`config.mk`:
```
export PLATFORM = sky130hd
export DESIGN_NAME = cla_pipe_adder_flat
export DESIGN_NICKNAME = d
export VERILOG_FILES = /design/src/rtl/cla_pipe_adder_if.sv /design/src/rtl/cla_pipe_adder.sv /design/src/flat_wrapper.sv
export SDC_FILE = /design/constraint.sdc
export NUM_CORES = 1
export LEC_CHECK = 0
export BUFFER_PORTS_ARGS = -buffer_cell sky130_fd_sc_hd__buf_2
export CAP_MARGIN = 30
export CORE_MARGIN = 4
export CORE_UTILIZATION = 42
export CTS_CLUSTER_DIAMETER = 120
export CTS_CLUSTER_SIZE = 20
export DETAILED_ROUTE_END_ITERATION = 10
export PLACE_DENSITY_LB_ADDON = 0.12
export SYNTH_ARGS = -nofsm -noshare
export SYNTH_HDL_FRONTEND = slang
export SYNTH_SLANG_ARGS = --single-unit
export TNS_END_PERCENT = 100
```
`constraint.sdc`:
```
create_clock -name clk -period 4.3 [get_ports clk]
set_input_delay 0.86 -clock clk [delete_from_list [all_inputs] [get_ports clk]]
set_output_delay 0.86 -clock clk [all_outputs]
set_load 0.05 [all_outputs]
```
`src/rtl/cla_pipe_adder_if.sv`:
```
// Operand/result handshake bundle for the pipelined CLA adder.
// Latency: none (wires only).
// Backpressure: in_ready/out_ready carry the stall in each direction.
interface cla_pipe_adder_if #(
  parameter int WIDTH = 32
);
  logic             in_valid;
  logic             in_ready;
  logic [WIDTH-1:0] in_a;
  logic [WIDTH-1:0] in_b;
  logic             in_cin;
  logic             out_valid;
  logic             out_ready;
  logic [WIDTH-1:0] out_sum;
  logic             out_cout;
  logic             out_ovf;

  // Producer/consumer side (drives operands, accepts results)
  modport master (
    output in_valid, in_a, in_b, in_cin, out_ready,
    input  in_ready, out_valid, out_sum, out_cout, out_ovf
  );

  // Adder side
  modport slave (
    input  in_valid, in_a, in_b, in_cin, out_ready,
    output in_ready, out_valid, out_sum, out_cout, out_ovf
  );
endinterface

```
`src/rtl/cla_pipe_adder.sv`:
```
// Pipelined WIDTH-bit adder resolving one 4-bit carry-lookahead slice per stage.
// Latency: WIDTH/SLICE cycles from accept edge to out_valid; one beat per cycle.
// Backpressure: whole pipe freezes when out_valid & !out_ready; in_ready = advance.
module cla_pipe_adder #(
  parameter int WIDTH = 32,
  parameter int SLICE = 4
) (
  input logic               clk,
  input logic               rst_n,
  cla_pipe_adder_if.slave   bus
);

  localparam int STAGES = WIDTH / SLICE;

  // One CLA slice in generate/propagate form; the carry recurrence unrolls
  // into flat lookahead terms, so each stage has a single slice of depth.
  function automatic logic [SLICE:0] cla_slice(
    input logic [SLICE-1:0] a,
    input logic [SLICE-1:0] b,
    input logic             ci
  );
    logic [SLICE-1:0] g;
    logic [SLICE-1:0] p;
    logic [SLICE:0]   c;
    g    = a & b;
    p    = a ^ b;
    c    = '0;
    c[0] = ci;
    for (int i = 0; i < SLICE; i++) begin
      c[i+1] = g[i] | (p[i] & c[i]);
    end
    return {c[SLICE], p ^ c[SLICE-1:0]};
  endfunction

  // Global advance: every stage moves together or nothing moves, so a stall
  // never collapses bubbles and the output registers stay stable.
  logic adv;
  assign adv          = !bus.out_valid || bus.out_ready;
  assign bus.in_ready = adv;

  for (genvar k = 0; k < STAGES; k++) begin : g_stage
    localparam int IW  = WIDTH - SLICE * k;    // operand bits not yet resolved entering stage k
    localparam int REM = IW - SLICE;           // operand bits still pending after stage k
    localparam int SW  = SLICE * (k + 1);      // sum bits resolved once stage k is done

    logic           vld_in;
    logic           cy_in;
    logic [IW-1:0]  a_in;
    logic [IW-1:0]  b_in;
    logic [SLICE:0] res;
    logic [SW-1:0]  sum_d;
    logic           vld_q;
    logic           cy_q;
    logic [SW-1:0]  sum_q;

    if (k == 0) begin : g_first
      assign vld_in = bus.in_valid;
      assign cy_in  = bus.in_cin;
      assign a_in   = bus.in_a;
      assign b_in   = bus.in_b;
      assign sum_d  = res[SLICE-1:0];
    end else begin : g_next
      assign vld_in = g_stage[k-1].vld_q;
      assign cy_in  = g_stage[k-1].cy_q;
      assign a_in   = g_stage[k-1].g_ops.a_q;
      assign b_in   = g_stage[k-1].g_ops.b_q;
      assign sum_d  = {res[SLICE-1:0], g_stage[k-1].sum_q};
    end

    assign res = cla_slice(a_in[SLICE-1:0], b_in[SLICE-1:0], cy_in);

    // Stage valid, slice carry-out and accumulated low sum bits
    always_ff @(posedge clk) begin
      if (!rst_n) begin
        vld_q <= 1'b0;
        cy_q  <= 1'b0;
        sum_q <= '0;
      end else if (adv) begin
        vld_q <= vld_in;
        cy_q  <= res[SLICE];
        sum_q <= sum_d;
      end
    end

    if (REM > 0) begin : g_ops
      logic [REM-1:0] a_q;
      logic [REM-1:0] b_q;

      // Carry forward only the operand bits later slices still need
      always_ff @(posedge clk) begin
        if (!rst_n) begin
          a_q <= '0;
          b_q <= '0;
        end else if (adv) begin
          a_q <= a_in[IW-1:SLICE];
          b_q <= b_in[IW-1:SLICE];
        end
      end
    end else begin : g_last
      logic ovf_d;
      logic ovf_q;

      // a^b^sum at the MSB recovers the carry into bit WIDTH-1
      assign ovf_d = a_in[SLICE-1] ^ b_in[SLICE-1] ^ res[SLICE-1] ^ res[SLICE];

      // Signed-overflow flag, registered alongside the final slice
      always_ff @(posedge clk) begin
        if (!rst_n) begin
          ovf_q <= 1'b0;
        end else if (adv) begin
          ovf_q <= ovf_d;
        end
      end
    end
  end

  assign bus.out_valid = g_stage[STAGES-1].vld_q;
  assign bus.out_sum   = g_stage[STAGES-1].sum_q;
  assign bus.out_cout  = g_stage[STAGES-1].cy_q;
  assign bus.out_ovf   = g_stage[STAGES-1].g_last.ovf_q;

endmodule
```
`src/flat_wrapper.sv`:
```
// flat-port wrapper written by rule: the top's interface ports become plain ports
module cla_pipe_adder_flat 
#(
  parameter int WIDTH = 32,
  parameter int SLICE = 4
)
  (clk, rst_n, bus_in_valid, bus_in_a, bus_in_b, bus_in_cin, bus_out_ready, bus_in_ready, bus_out_valid, bus_out_sum, bus_out_cout, bus_out_ovf);
  cla_pipe_adder_if #(.WIDTH(WIDTH)) bus_i ();
  input logic clk;
  input logic rst_n;
  input wire logic [$bits(bus_i.in_valid)-1:0] bus_in_valid;
  input wire logic [$bits(bus_i.in_a)-1:0] bus_in_a;
  input wire logic [$bits(bus_i.in_b)-1:0] bus_in_b;
  input wire logic [$bits(bus_i.in_cin)-1:0] bus_in_cin;
  input wire logic [$bits(bus_i.out_ready)-1:0] bus_out_ready;
  output wire logic [$bits(bus_i.in_ready)-1:0] bus_in_ready;
  output wire logic [$bits(bus_i.out_valid)-1:0] bus_out_valid;
  output wire logic [$bits(bus_i.out_sum)-1:0] bus_out_sum;
  output wire logic [$bits(bus_i.out_cout)-1:0] bus_out_cout;
  output wire logic [$bits(bus_i.out_ovf)-1:0] bus_out_ovf;
  assign bus_i.in_valid = bus_in_valid;
  assign bus_i.in_a = bus_in_a;
  assign bus_i.in_b = bus_in_b;
  assign bus_i.in_cin = bus_in_cin;
  assign bus_i.out_ready = bus_out_ready;
  assign bus_in_ready = bus_i.in_ready;
  assign bus_out_valid = bus_i.out_valid;
  assign bus_out_sum = bus_i.out_sum;
  assign bus_out_cout = bus_i.out_cout;
  assign bus_out_ovf = bus_i.out_ovf;
  cla_pipe_adder #(.WIDTH(WIDTH), .SLICE(SLICE)) u_core (.clk(clk), .rst_n(rst_n), .bus(bus_i));
endmodule
```
==> impl_metrics.csv <==
group,metric,value,unit
sta,period_share,0.588,
power,internal-power,4.77,mW
route,first_pass_iters,4,
global_route,grt_pass1_vias,9888,
clock_network,cts_resized,0,
setup_path,cp_top_family,"buffers and inverters",
floorplan,fp.dieH,198,um
yosys,yosys.area.top_type,"dfxtp_1",
setup_path,path_class,"in -> out",
yosys,synth_xor_area_frac,0.000579,
floorplan,initial_core_util,0.425,
min_path,hold_start,"u_core.g_stage[1].g_ops.a_q[15]",
clock_network,postCtsSetupBuffers,0,
route,vias_per_cell,4.80,
run,maxCapViolCount,0,
setup_path,crit_slowest_cell,"buf_2",
route,wire_per_inst,14.1,um
sta,slew_viol_final,0,
run_status,status,"finished clean",
yosys,avgSynthCellArea,8.71,um2
clock_network,htreeDepth,1,
power,seq_power_share,0.608,
power,p_sw_frac,0.220,
clock_network,cts_buffer_depth,3,
global_route,antenna_found_initial,0,
sta,max_freq,395,MHz
yosys,syn_area,15100,um2
yosys,synth_top_family_by_area,"compound AO/OA/AOI/OAI gates",
floorplan,die_width,198,um
layout,design_area,16200,um2
setup_path,slowest_delay,0.35,ns
clock_network,cts_tree,"yes",
clock_network,cts.sink_count,385,
place,dp_cells,2181,
place,numPortBuffers,104,
route,routed_wl,31.0,mm
yosys,syn_nets,1837,
setup_path,worst-path-buf-inv,3,
place,dpl.hpwl,18.9,mm
sta,hold_viol,0,
min_path,hp-class,"reg -> reg",
yosys,ys_seq_area_frac,0.510,
global_route,grt_overflow_total,0,
yosys,synth-compound-area-share,0.195,
clock_network,clk_pin_slew,0.08,ns
setup_path,rrSetupSlack,1.78,ns
setup_path,endpoint_kind,"output port",
layout,final_nets,1847,
yosys,synth_common_cells,"742 x nand2_1, 385 x dfxtp_1, 290 x a21boi_1",
power,ir_drop,0.276,mV
setup_path,critPathMaxFanout,73,
sta,layout_min_cycle_time,2.53,ns
global_route,grt_max_degree,250,
setup_path,rr_startpoint,"u_core.g_stage[5].g_ops.b_q[0]",
floorplan,dieArea,39100,um2
route,route.detailed.drc,0,
yosys,netlist_top_cells_area,"dfxtp_1 51%, nand2_1 18%, a21boi_1 14%",
clock_network,cts_hold_buf,0,
power,p_clk_frac,0.347,
yosys,synth_edf_count,0,
layout,antenna_cells,0,
yosys,synth_warnings,0,
setup_path,cp.required,3.44,ns
power,power_density,378,nW/um2
yosys,ys_ff_latch,385,
layout,instances_no_fill,2206,
sta,worstMarginPinSlew,1.12,ns
setup_path,crit_chain,"buf_2, nor2b_4, inv_8, buf_2",
power,p_comb_frac,0.046,
sta,worst_hold_slack,0.438,ns
sta,rsz0062_at_grt,"no",
layout,areaGrowthSynthToFinish,7.14,%
floorplan,rows,69,
route,num_vias,10600,
clock_network,root_buffer,"clkbuf_16",
setup_path,cp-startpoint,"bus_out_ready",
global_route,grt.total_usage,0.155,
global_route,grt_pass1_wl,51.0,mm
layout,layout-drive-gt1-share,0.0802,
sta,fin_skew,0.0162,ns
power,p_switching,1.35,mW
place,placed_cell_area,15600,um2
power,p_leak,6.33,nW
sta,relSlewSlack,0.251,
yosys,synth-adder-area-share,0.0432,
power,total_power,6.11,mW
route,ant_nets,0,
sta,tns,0,ns
yosys,synth-async-reset-ratio,0,
floorplan,io_pins,105,
yosys,yosysMostFrequentCell,"nand2_1",
yosys,synthMuxAreaShare,0,
floorplan,coreArea,35600,um2
yosys,synth_cell_types,19,
yosys,yosys.area_share.simple,0.186,
clock_network,insertion_delay,0.53,ns
yosys,synth_top_area_share,0.510,
setup_path,worst_path_most_repeated_cell,"buf_2",
setup_path,critPathArrivalTime,1.67,ns
clock_network,cts_made_buffers,23,
setup_path,critPathLaunchType,"input pin",
route,first_iter_violations,772,
yosys,synth_flop_cell,"dfxtp_1",
yosys,synth_cells,1735,
sta,setup_violations,0,
place,gp_congestion,0.724,
placed cells by master, fill, tap and decap left out, drive strengths merged:
cell      n
nand4b    1
a21boi  359
buf     113
o211ai    1
xor2      1
nand3     2
inv      59
ha        1
o21a      1
fa       32
nor2b     1
nand2   742
dfxtp   385
o211a    24
clkbuf   23
routing by layer:
| metal | GRT usage | share of wire |
|---|---|---|
| met5 | 0 | 0 |
| met1 | 0.225 | 0.50 |
| met2 | 0.253 | 0.46 |
| met3 | 0.0213 | 0.028 |
| met4 | 0.0242 | 0.013 |
power groups by stage:
stage          registers [mW]  clock network (mW)  logic [mW]
2_1_floorplan            3.79                   0       0.196
4_1_cts                  3.72                2.22       0.289
3_3_place_gp             3.80                   0       0.285
3_5_place_dp             3.80                   0       0.286
5_1_grt                  3.73                2.34       0.324
6_report                 3.71                2.12       0.281
tightest hold or removal path: cells and delay by family (launching register included):
family	cells	cell delay, ns
AOI/OAI and AO/OA	1	0.05
and+or+nand+nor	1	0.05
DFF	1	0.31
registers in the layout (all words and copies together) (netlist names):
signal                    flops
u_core.g_stage.sum_q        112
u_core.g_stage.g_ops.b_q    112
u_core.bus.out_cout           1
u_core.bus.out_ovf            1
u_core.g_stage.cy_q           7
u_core.g_stage.vld_q          7
u_core.bus.out_valid          1
u_core.bus.out_sum           32
u_core.g_stage.g_ops.a_q    112
path summary, 6_finish.rpt:
| kind | cells after the start | end |
|---|---|---|
| max | 4 | bus_in_ready |
| min | 2 | u_core.g_stage[2].g_ops.a_q[11] |
| max reg2reg | 9 | u_core.g_stage[6].sum_q[27] |
| min reg2reg | 2 | u_core.g_stage[2].g_ops.a_q[11] |
area by class of cell:
type	instances	area (um2)
Tap cell	461	577
Clock inverter	2	25.0
Sequential cell	385	7710
Fill cell	3617	19400
Timing Repair Buffer	113	661
Multi-Input combinational cell	1165	6430
Inverter	57	221
Clock buffer	23	576
metrics by stage:
step	utilization	setup slack, ns
global placement	0.438	1.31
global route	0.455	1.65
floorplan	-	1.75
finish	0.455	1.77
detailed placement	0.438	1.31
CTS	0.455	1.72
cells by family (layout without fill, tap and decap cells):
| kind of cell | after synthesis | in the layout |
|---|---|---|
| compound gates | 385 | 385 |
| xor+xnor | 1 | 1 |
| fa+ha+maj | 33 | 33 |
| buf+inv | 185 | 195 |
| flops | 385 | 385 |
| simple gates | 746 | 746 |
No activity file was read; power rests on OpenSTA's default activity.
